File: src/rtl/note_highway_pkg.sv
// Shared types, constants and helpers for the note_highway lane engine.
// Optional feature macro: NOTE_HIGHWAY_COMBO_MULT_EN (combo score multiplier).
package note_highway_pkg;

  typedef logic [3:0] bcd_digit_t;

  typedef enum logic [1:0] {
    JudgeNone,
    JudgeHit,
    JudgeMiss
  } judge_e;

  // Streak length per multiplier tier
  localparam int unsigned COMBO_STEP = 8;

`ifdef NOTE_HIGHWAY_COMBO_MULT_EN
  localparam int unsigned MAX_MULT = 4;
`else
  localparam int unsigned MAX_MULT = 1;
`endif

  function automatic logic [7:0] popcount(input logic [31:0] v);
    logic [7:0] n;
    n = '0;
    for (int i = 0; i < 32; i++) begin
      n = n + 8'(v[i]);
    end
    return n;
  endfunction

  // Only valid for v <= 99
  function automatic logic [7:0] bin_to_bcd2(input logic [7:0] v);
    logic [7:0] tens;
    logic [7:0] ones;
    tens = v / 8'd10;
    ones = v - (tens * 8'd10);
    return {tens[3:0], ones[3:0]};
  endfunction

endpackage

File: src/rtl/note_highway_if.sv
// Game-side bus of note_highway: step strobe, pattern RAM port, keys and display outputs.
interface note_highway_if #(
  parameter int unsigned NUM_TRACKS   = 4,
  parameter int unsigned LANE_DEPTH   = 8,
  parameter int unsigned LOAD_WIDTH   = 4,
  parameter int unsigned ADDR_WIDTH   = 7,
  parameter int unsigned SCORE_DIGITS = 4
);
  logic                               step;
  logic [ADDR_WIDTH-1:0]              pattern_addr;
  logic [NUM_TRACKS*LOAD_WIDTH-1:0]   pattern_data;
  logic [NUM_TRACKS-1:0]              keys_n;
  logic [NUM_TRACKS*LANE_DEPTH-1:0]   lane_bits;
  logic [NUM_TRACKS-1:0]              strike_row;
  logic [4*SCORE_DIGITS-1:0]          score_bcd;
  logic [7:0]                         combo;
  logic                               hit_pulse;
  logic                               miss_pulse;
  logic                               song_done;

  // Engine side
  modport slave (
    input  step, pattern_data, keys_n,
    output pattern_addr, lane_bits, strike_row, score_bcd, combo,
    output hit_pulse, miss_pulse, song_done
  );

  // Game controller / display side
  modport master (
    output step, pattern_data, keys_n,
    input  pattern_addr, lane_bits, strike_row, score_bcd, combo,
    input  hit_pulse, miss_pulse, song_done
  );
endinterface

File: src/rtl/note_highway_bcd_score_counter.sv
// Saturating BCD accumulator: adds a 2-digit BCD value when enabled, clamps at all-9s.
module bcd_score_counter
  import note_highway_pkg::*;
#(
  parameter int unsigned SCORE_DIGITS = 4
) (
  input  logic                      i_clk,
  input  logic                      i_rst,
  input  logic                      i_en,
  input  logic [7:0]                i_add_bcd,
  output logic [4*SCORE_DIGITS-1:0] o_score
);
  localparam int unsigned PadDigits = (SCORE_DIGITS > 2) ? SCORE_DIGITS : 2;

  logic [4*SCORE_DIGITS-1:0] r_score;
  logic [4*SCORE_DIGITS-1:0] w_sum;
  logic [4*SCORE_DIGITS-1:0] w_next;
  logic [4*PadDigits-1:0]    w_add_pad;
  logic [4:0]                w_dsum;
  logic                      w_carry;
  logic                      w_add_hi;
  logic                      w_ovf;

  // Addend digits that do not fit the score width count as overflow
  if (PadDigits > SCORE_DIGITS) begin : g_narrow
    assign w_add_hi = |w_add_pad[4*PadDigits-1:4*SCORE_DIGITS];
  end else begin : g_wide
    assign w_add_hi = 1'b0;
  end

  // Digit-serial BCD ripple add with saturation on final carry
  always_comb begin
    w_add_pad = (4*PadDigits)'(i_add_bcd);
    w_carry   = 1'b0;
    w_dsum    = '0;
    w_sum     = '0;
    for (int i = 0; i < SCORE_DIGITS; i++) begin
      w_dsum = {1'b0, r_score[i*4 +: 4]} + {1'b0, w_add_pad[i*4 +: 4]} + {4'd0, w_carry};
      if (w_dsum > 5'd9) begin
        w_sum[i*4 +: 4] = 4'(w_dsum - 5'd10);
        w_carry         = 1'b1;
      end else begin
        w_sum[i*4 +: 4] = w_dsum[3:0];
        w_carry         = 1'b0;
      end
    end
    w_ovf  = w_carry | w_add_hi;
    w_next = '0;
    for (int i = 0; i < SCORE_DIGITS; i++) begin
      w_next[i*4 +: 4] = w_ovf ? bcd_digit_t'(4'd9) : w_sum[i*4 +: 4];
    end
  end

  // Score register
  always_ff @(posedge i_clk) begin
    if (i_rst) begin
      r_score <= '0;
    end else if (i_en) begin
      r_score <= w_next;
    end
  end

  assign o_score = r_score;

endmodule

File: src/rtl/note_highway.sv
// Note-lane engine: falling-note lanes refilled from pattern RAM, strike-row judgement,
// combo streak, BCD score and end-of-song flag.
// Optional feature macro: NOTE_HIGHWAY_COMBO_MULT_EN (score multiplier grows with combo).
module note_highway
  import note_highway_pkg::*;
#(
  parameter int unsigned NUM_TRACKS   = 4,
  parameter int unsigned LANE_DEPTH   = 8,
  parameter int unsigned LOAD_WIDTH   = 4,
  parameter int unsigned ADDR_WIDTH   = 7,
  parameter int unsigned SONG_LEN     = 128,
  parameter int unsigned SCORE_DIGITS = 4
) (
  input logic          CLOCK_50,
  input logic          RESET_GAME,
  note_highway_if.slave bus
);
  localparam int unsigned PhW = (LOAD_WIDTH > 1) ? $clog2(LOAD_WIDTH) : 1;
  localparam logic [PhW-1:0] PhLast = PhW'(LOAD_WIDTH - 1);
  // Address is one bit wider so SONG_LEN == 2**ADDR_WIDTH is still reachable
  localparam logic [ADDR_WIDTH:0] SongEnd = (ADDR_WIDTH + 1)'(SONG_LEN);

  if (NUM_TRACKS * MAX_MULT > 99) begin : g_chk_mult
    $error("NUM_TRACKS * MAX_MULT must not exceed 99");
  end
  if (NUM_TRACKS > 32) begin : g_chk_tracks
    $error("NUM_TRACKS must not exceed 32");
  end
  if (LANE_DEPTH < 2) begin : g_chk_depth
    $error("LANE_DEPTH must be at least 2");
  end
  if (SONG_LEN > (1 << ADDR_WIDTH)) begin : g_chk_len
    $error("SONG_LEN must fit the pattern address space");
  end

  logic [NUM_TRACKS*LANE_DEPTH-1:0] r_lane;
  logic [NUM_TRACKS*LANE_DEPTH-1:0] w_lane_d;
  logic [NUM_TRACKS*LOAD_WIDTH-1:0] r_stage;
  logic [NUM_TRACKS*LOAD_WIDTH-1:0] w_stage_d;
  logic [PhW-1:0]                   r_phase;
  logic [PhW-1:0]                   w_phase_d;
  logic [ADDR_WIDTH:0]              r_addr;
  logic [ADDR_WIDTH:0]              w_addr_d;
  logic [NUM_TRACKS-1:0]            r_key_meta;
  logic [NUM_TRACKS-1:0]            r_key_sync;
  logic [7:0]                       r_combo;
  logic                             r_hit;
  logic                             r_miss;
  logic                             r_done;

  logic                             w_load;
  logic                             w_fetch;
  logic                             w_done_cond;
  logic [NUM_TRACKS-1:0]            w_strike;
  logic [NUM_TRACKS-1:0]            w_pressed;
  judge_e                           w_judge;
  logic [7:0]                       w_mult;
  logic [7:0]                       w_add_bin;
  logic [7:0]                       w_add_bcd;
  logic [4*SCORE_DIGITS-1:0]        w_score;
`ifdef NOTE_HIGHWAY_COMBO_MULT_EN
  logic [7:0]                       w_tier;
`endif

  // Lane shift, staging refill and pattern fetch for the next step
  always_comb begin
    w_load    = (r_phase == PhLast);
    w_fetch   = w_load && (r_addr < SongEnd);
    w_addr_d  = w_fetch ? r_addr + 1'b1 : r_addr;
    w_phase_d = w_load ? '0 : r_phase + 1'b1;
    w_lane_d  = '0;
    w_stage_d = '0;
    w_strike  = '0;
    for (int t = 0; t < NUM_TRACKS; t++) begin
      w_strike[t] = r_lane[t*LANE_DEPTH];
      w_lane_d[t*LANE_DEPTH +: LANE_DEPTH] =
          {r_stage[t*LOAD_WIDTH + LOAD_WIDTH - 1], r_lane[t*LANE_DEPTH + 1 +: LANE_DEPTH - 1]};
      if (w_load) begin
        w_stage_d[t*LOAD_WIDTH +: LOAD_WIDTH] =
            w_fetch ? bus.pattern_data[t*LOAD_WIDTH +: LOAD_WIDTH] : '0;
      end else begin
        w_stage_d[t*LOAD_WIDTH +: LOAD_WIDTH] = r_stage[t*LOAD_WIDTH +: LOAD_WIDTH] << 1;
      end
    end
    w_done_cond = (w_addr_d == SongEnd) && (w_lane_d == '0) && (w_stage_d == '0);
  end

  // Judge the strike row as it stands before this step's shift
  always_comb begin
    w_pressed = ~r_key_sync;
    w_judge   = JudgeNone;
    if (!r_done) begin
      if (w_pressed != w_strike) begin
        w_judge = JudgeMiss;
      end else if (w_strike != '0) begin
        w_judge = JudgeHit;
      end
    end
`ifdef NOTE_HIGHWAY_COMBO_MULT_EN
    w_tier = r_combo / 8'(COMBO_STEP);
    w_mult = (w_tier > 8'(MAX_MULT - 1)) ? 8'(MAX_MULT) : w_tier + 8'd1;
`else
    w_mult = 8'd1;
`endif
    w_add_bin = popcount(32'(w_strike)) * w_mult;
    w_add_bcd = bin_to_bcd2(w_add_bin);
  end

  // Game state: key synchroniser, lanes, fetch pointer, streak, pulses, end flag
  always_ff @(posedge CLOCK_50) begin
    if (RESET_GAME) begin
      r_key_meta <= '1;
      r_key_sync <= '1;
      r_lane     <= '0;
      r_stage    <= '0;
      r_phase    <= PhLast;
      r_addr     <= '0;
      r_combo    <= '0;
      r_hit      <= 1'b0;
      r_miss     <= 1'b0;
      r_done     <= 1'b0;
    end else begin
      r_key_meta <= bus.keys_n;
      r_key_sync <= r_key_meta;
      r_hit      <= 1'b0;
      r_miss     <= 1'b0;
      if (bus.step) begin
        r_lane  <= w_lane_d;
        r_stage <= w_stage_d;
        r_phase <= w_phase_d;
        r_addr  <= w_addr_d;
        r_hit   <= (w_judge == JudgeHit);
        r_miss  <= (w_judge == JudgeMiss);
        if (w_judge == JudgeHit) begin
          if (r_combo != 8'hFF) begin
            r_combo <= r_combo + 8'd1;
          end
        end else if (w_judge == JudgeMiss) begin
          r_combo <= '0;
        end
        if (w_done_cond) begin
          r_done <= 1'b1;
        end
      end
    end
  end

  bcd_score_counter #(
    .SCORE_DIGITS(SCORE_DIGITS)
  ) u_score (
    .i_clk    (CLOCK_50),
    .i_rst    (RESET_GAME),
    .i_en     (bus.step && (w_judge == JudgeHit)),
    .i_add_bcd(w_add_bcd),
    .o_score  (w_score)
  );

  assign bus.pattern_addr = r_addr[ADDR_WIDTH-1:0];
  assign bus.lane_bits    = r_lane;
  assign bus.strike_row   = w_strike;
  assign bus.score_bcd    = w_score;
  assign bus.combo        = r_combo;
  assign bus.hit_pulse    = r_hit;
  assign bus.miss_pulse   = r_miss;
  assign bus.song_done    = r_done;

endmodule

File: src/flat_wrapper.sv
// flat-port wrapper written by rule: the top's interface ports become plain ports
module note_highway_flat import note_highway_pkg::*;
#(
  parameter int unsigned NUM_TRACKS   = 4,
  parameter int unsigned LANE_DEPTH   = 8,
  parameter int unsigned LOAD_WIDTH   = 4,
  parameter int unsigned ADDR_WIDTH   = 7,
  parameter int unsigned SONG_LEN     = 128,
  parameter int unsigned SCORE_DIGITS = 4
)
  (CLOCK_50, RESET_GAME, bus_step, bus_pattern_data, bus_keys_n, bus_pattern_addr, bus_lane_bits, bus_strike_row, bus_score_bcd, bus_combo, bus_hit_pulse, bus_miss_pulse, bus_song_done);
  note_highway_if #(.NUM_TRACKS(NUM_TRACKS), .LANE_DEPTH(LANE_DEPTH), .LOAD_WIDTH(LOAD_WIDTH), .ADDR_WIDTH(ADDR_WIDTH), .SCORE_DIGITS(SCORE_DIGITS)) bus_i ();
  input logic CLOCK_50;
  input logic RESET_GAME;
  input wire logic [$bits(bus_i.step)-1:0] bus_step;
  input wire logic [$bits(bus_i.pattern_data)-1:0] bus_pattern_data;
  input wire logic [$bits(bus_i.keys_n)-1:0] bus_keys_n;
  output wire logic [$bits(bus_i.pattern_addr)-1:0] bus_pattern_addr;
  output wire logic [$bits(bus_i.lane_bits)-1:0] bus_lane_bits;
  output wire logic [$bits(bus_i.strike_row)-1:0] bus_strike_row;
  output wire logic [$bits(bus_i.score_bcd)-1:0] bus_score_bcd;
  output wire logic [$bits(bus_i.combo)-1:0] bus_combo;
  output wire logic [$bits(bus_i.hit_pulse)-1:0] bus_hit_pulse;
  output wire logic [$bits(bus_i.miss_pulse)-1:0] bus_miss_pulse;
  output wire logic [$bits(bus_i.song_done)-1:0] bus_song_done;
  assign bus_i.step = bus_step;
  assign bus_i.pattern_data = bus_pattern_data;
  assign bus_i.keys_n = bus_keys_n;
  assign bus_pattern_addr = bus_i.pattern_addr;
  assign bus_lane_bits = bus_i.lane_bits;
  assign bus_strike_row = bus_i.strike_row;
  assign bus_score_bcd = bus_i.score_bcd;
  assign bus_combo = bus_i.combo;
  assign bus_hit_pulse = bus_i.hit_pulse;
  assign bus_miss_pulse = bus_i.miss_pulse;
  assign bus_song_done = bus_i.song_done;
  note_highway #(.NUM_TRACKS(NUM_TRACKS), .LANE_DEPTH(LANE_DEPTH), .LOAD_WIDTH(LOAD_WIDTH), .ADDR_WIDTH(ADDR_WIDTH), .SONG_LEN(SONG_LEN), .SCORE_DIGITS(SCORE_DIGITS)) u_core (.CLOCK_50(CLOCK_50), .RESET_GAME(RESET_GAME), .bus(bus_i));
endmodule
File: config.mk
export PLATFORM = sky130hd
export DESIGN_NAME = note_highway_flat
export DESIGN_NICKNAME = d
export VERILOG_FILES = /design/src/rtl/note_highway_pkg.sv /design/src/rtl/note_highway_if.sv /design/src/rtl/note_highway_bcd_score_counter.sv /design/src/rtl/note_highway.sv /design/src/flat_wrapper.sv
export SDC_FILE = /design/constraint.sdc
export NUM_CORES = 1
export LEC_CHECK = 0
export ABC_AREA = 1
export CORE_MARGIN = 3
export CORE_UTILIZATION = 45
export DETAILED_ROUTE_END_ITERATION = 10
export HOLD_SLACK_MARGIN = 0.03
export PLACE_DENSITY = 0.83
export SETUP_SLACK_MARGIN = 0.2
export SKIP_CTS_REPAIR_TIMING = 1
export SYNTH_ARGS = -nofsm -noshare
export SYNTH_HDL_FRONTEND = slang
export SYNTH_SLANG_ARGS = --single-unit
File: constraint.sdc
create_clock -name CLOCK_50 -period 5.21 [get_ports CLOCK_50]
set_input_delay 1.3025 -clock CLOCK_50 [delete_from_list [all_inputs] [get_ports CLOCK_50]]
set_output_delay 1.3025 -clock CLOCK_50 [all_outputs]
set_load 0.03 [all_outputs]
==> run metrics <==
total CTS buffers=9; syn_area_per_cell=7.15 µm²; Power Dens Cells=262 nW/µm²; GRT Total Usage=0.209; hold path startpoint=u_core.r_key_meta[0]; simple-gate area share of the yosys netlist=0.283; dpl hpwl=8470 µm; multi-input logic area=2630 µm²; Clock Power Share=0.297; crit end category=flip-flop; leakage=0.00261 µW; count leader, synth=nand2_1; Clock Skews=0.0102 ns; Root Driver=clkbuf_8; Reg clk slew, reported paths=0.09 ns; Register Area=1870 µm²; CP startpoint=u_core.bus.lane_bits[8]; Worst Hold Depth=1; Gate power share=0.216; CP dominant cell by count=ha_4; FF-to-FF Start=u_core.bus.lane_bits[8]; I/O pins=93; RSZ-0062 raised after global routing=yes; max cap viols=0; worst setup margin=-0.0566 ns; FF+latch count, synth=93; status=finished, violations left; CTS Sinks=93; vias in the first global route=4,346; initial antenna violation count=0; Layout fillers=856; CTS max path bufs=2; HP Class=reg2reg; TritonCTS clock tree=done; Syn-to-layout area delta=31.5%; library cells used by synthesis=34; CP required=5.49 ns; ys async rst share=0; worst-skew pair later-pin latency=0.35 ns; Internal Power=1110 µW; XOR/XNOR Fraction of Synth Area=0.0298; final wirelength=12,600 µm; first-pass GRT wire length=20,000 µm; PortBufs=92; Vias=4,647; global placer's final weighted congestion=0.843; multiplexer share of the synthesized area=0; residual DRC count=0; top post-synthesis cells by area=dfxtp_1 40%, nand2_1 9.9%, nor2_1 7.4%; endpoints failing hold=0; Final min period=5.27 ns; cell family with most CP delay=adder cells; Max stage delay on crit path=0.49 ns; Worst slew margin=0.459; Final Cycle Share=1.01; area fraction of the dominant cell type after synthesis=0.396; Final ANT Viol Nets=0; CP arrival=5.55 ns; Post-Syn Nets=701; fmax=190 MHz; Switch Pwr=511 µW; ratio of cells with drive above 1 in the final layout=0.137; Critical Path Source Type=flip-flop; largest net degree at the start of global routing=71; worst vdd ir=0.153 mV; vias per inst=5.29; hold slack=0.427 ns; Switching Share=0.316; failing checks=negative setup slack; Initial DRC Count=281; Final Core Density=0.621; pre-CTS setup slack=-0.268 ns; Sequential Power Share=0.487; compound-gate portion of the synthesized area=0.135; sequential fraction of the synthesis area=0.396; die width=108 µm; critical path class=reg2reg; Levels on crit path=33; wire per inst=14.3 µm; Worst path slowest cell=fa_1; crit-path max FO=7; main combinational cell family by area after synthesis=simple AND/OR/NAND/NOR gates; Slew Viols, Final=0; grt ovf=0; Core Rows=36; nets@finish=783; worst slew pin tran=0.811 ns; core region area=9950 µm²; H-tree Lvls=3; die area=11,700 µm²; Synth Area in Adders=0.0564; number of flops mapped to enable cells by yosys=0; cells after synthesis=658; Ys Warns=0; Starting Density=0.472; cell taking the most area after synthesis=dfxtp_1; Ant. Diodes=0; most frequent cells after synthesis=124 x nand2_1, 93 x dfxtp_1, 93 x nor2_1, 63 x inv_1, 60 x nand3_1; Main synth FF type=dfxtp_1; setup violators final=13; worst path bufs/invs=5; Worst Reg-to-Reg Cells=33; Post-Syn Area=4700 µm²; Die H=108 µm; DR pass1 iterations=5
==> per-layer routing <==
metal,vias to the layer above,GRT usage,share of wire
met4,0,0.0586,0.026
met2,145,0.365,0.50
li1,2271,-,-
met1,2199,0.259,0.42
met5,-,0,0
met3,32,0.0448,0.051
==> cell families (layout without fill, tap and decap cells) <==
kind of cell / count (synthesis) / after routing
compound gates: 114 / 114
xor+xnor: 16 / 16
fa+ha+maj: 20 / 20
buf+inv: 109 / 196
flops: 93 / 93
simple gates: 306 / 306
==> metrics by stage <==
step	cells	setup TNS [ns]	area (µm²)	power, µW
2_1_floorplan	658	0	4830	1020
3_3_place_gp	849	0	5740	1120
3_5_place_dp	849	-3.37	5740	1130
4_1_cts	865	-4.24	5930	1610
5_1_grt	878	-3.49	6180	1700
6_report	878	-0.455	6180	1620
==> final cells by class <==
class                           instances  area share
Clock buffer                           10      0.0206
Clock inverter                          6      0.0101
Inverter                               70      0.0433
Multi-Input combinational cell        456       0.425
Sequential cell                        93       0.302
Tap cell                              133      0.0269
Timing Repair Buffer                  110       0.171
==> sequential cells by signal, indices dropped and copies added, names as in the netlist <==
name                    count
u_core.bus.hit_pulse        1
u_core.bus.lane_bits       32
u_core.bus.song_done        1
u_core.bus.combo            8
u_core.u_score.o_score     16
u_core.bus.miss_pulse       1
u_core.r_stage             16
u_core.r_phase              2
u_core.r_key_sync           4
u_core.r_key_meta           4
u_core.r_addr               8
==> power by group through the flow <==
| stage | Combinational, µW | Sequential [µW] | Clock, µW |
|---|---|---|---|
| final | 350 | 787 | 480 |
| after global routing | 385 | 794 | 519 |
| after CTS | 332 | 786 | 490 |
| after detailed placement | 330 | 802 | 0 |
| after global placement | 321 | 800 | 0 |
| after floorplan | 186 | 837 | 0 |
==> layout by cell type (no fill, tap or decap), types with 6 or more instances in the layout <==
| cell | instances |
|---|---|
| nand2_1 | 116 |
| a21oi_1 | 37 |
| a21oi_2 | 8 |
| xor2_1 | 8 |
| o21ai_0 | 52 |
| inv_2 | 10 |
| nand3_1 | 58 |
| clkdlybuf4s50_1 | 91 |
| clkbuf_8 | 9 |
| nand3_2 | 6 |
| o211ai_1 | 13 |
| inv_1 | 57 |
| buf_4 | 16 |
| nor2_1 | 93 |
| ha_1 | 9 |
| ha_4 | 9 |
| or2_2 | 8 |
| dfxtp_1 | 90 |
==> worst paths after layout <==
path	to	slack [ns]
hold reg to reg	u_core.r_key_sync[0]	0.43
setup reg to reg	u_core.u_score.o_score[10]	-0.06
setup / recovery	u_core.u_score.o_score[10]	-0.06
hold / removal	u_core.r_key_sync[0]	0.43
(Power assumes the default switching activity.)
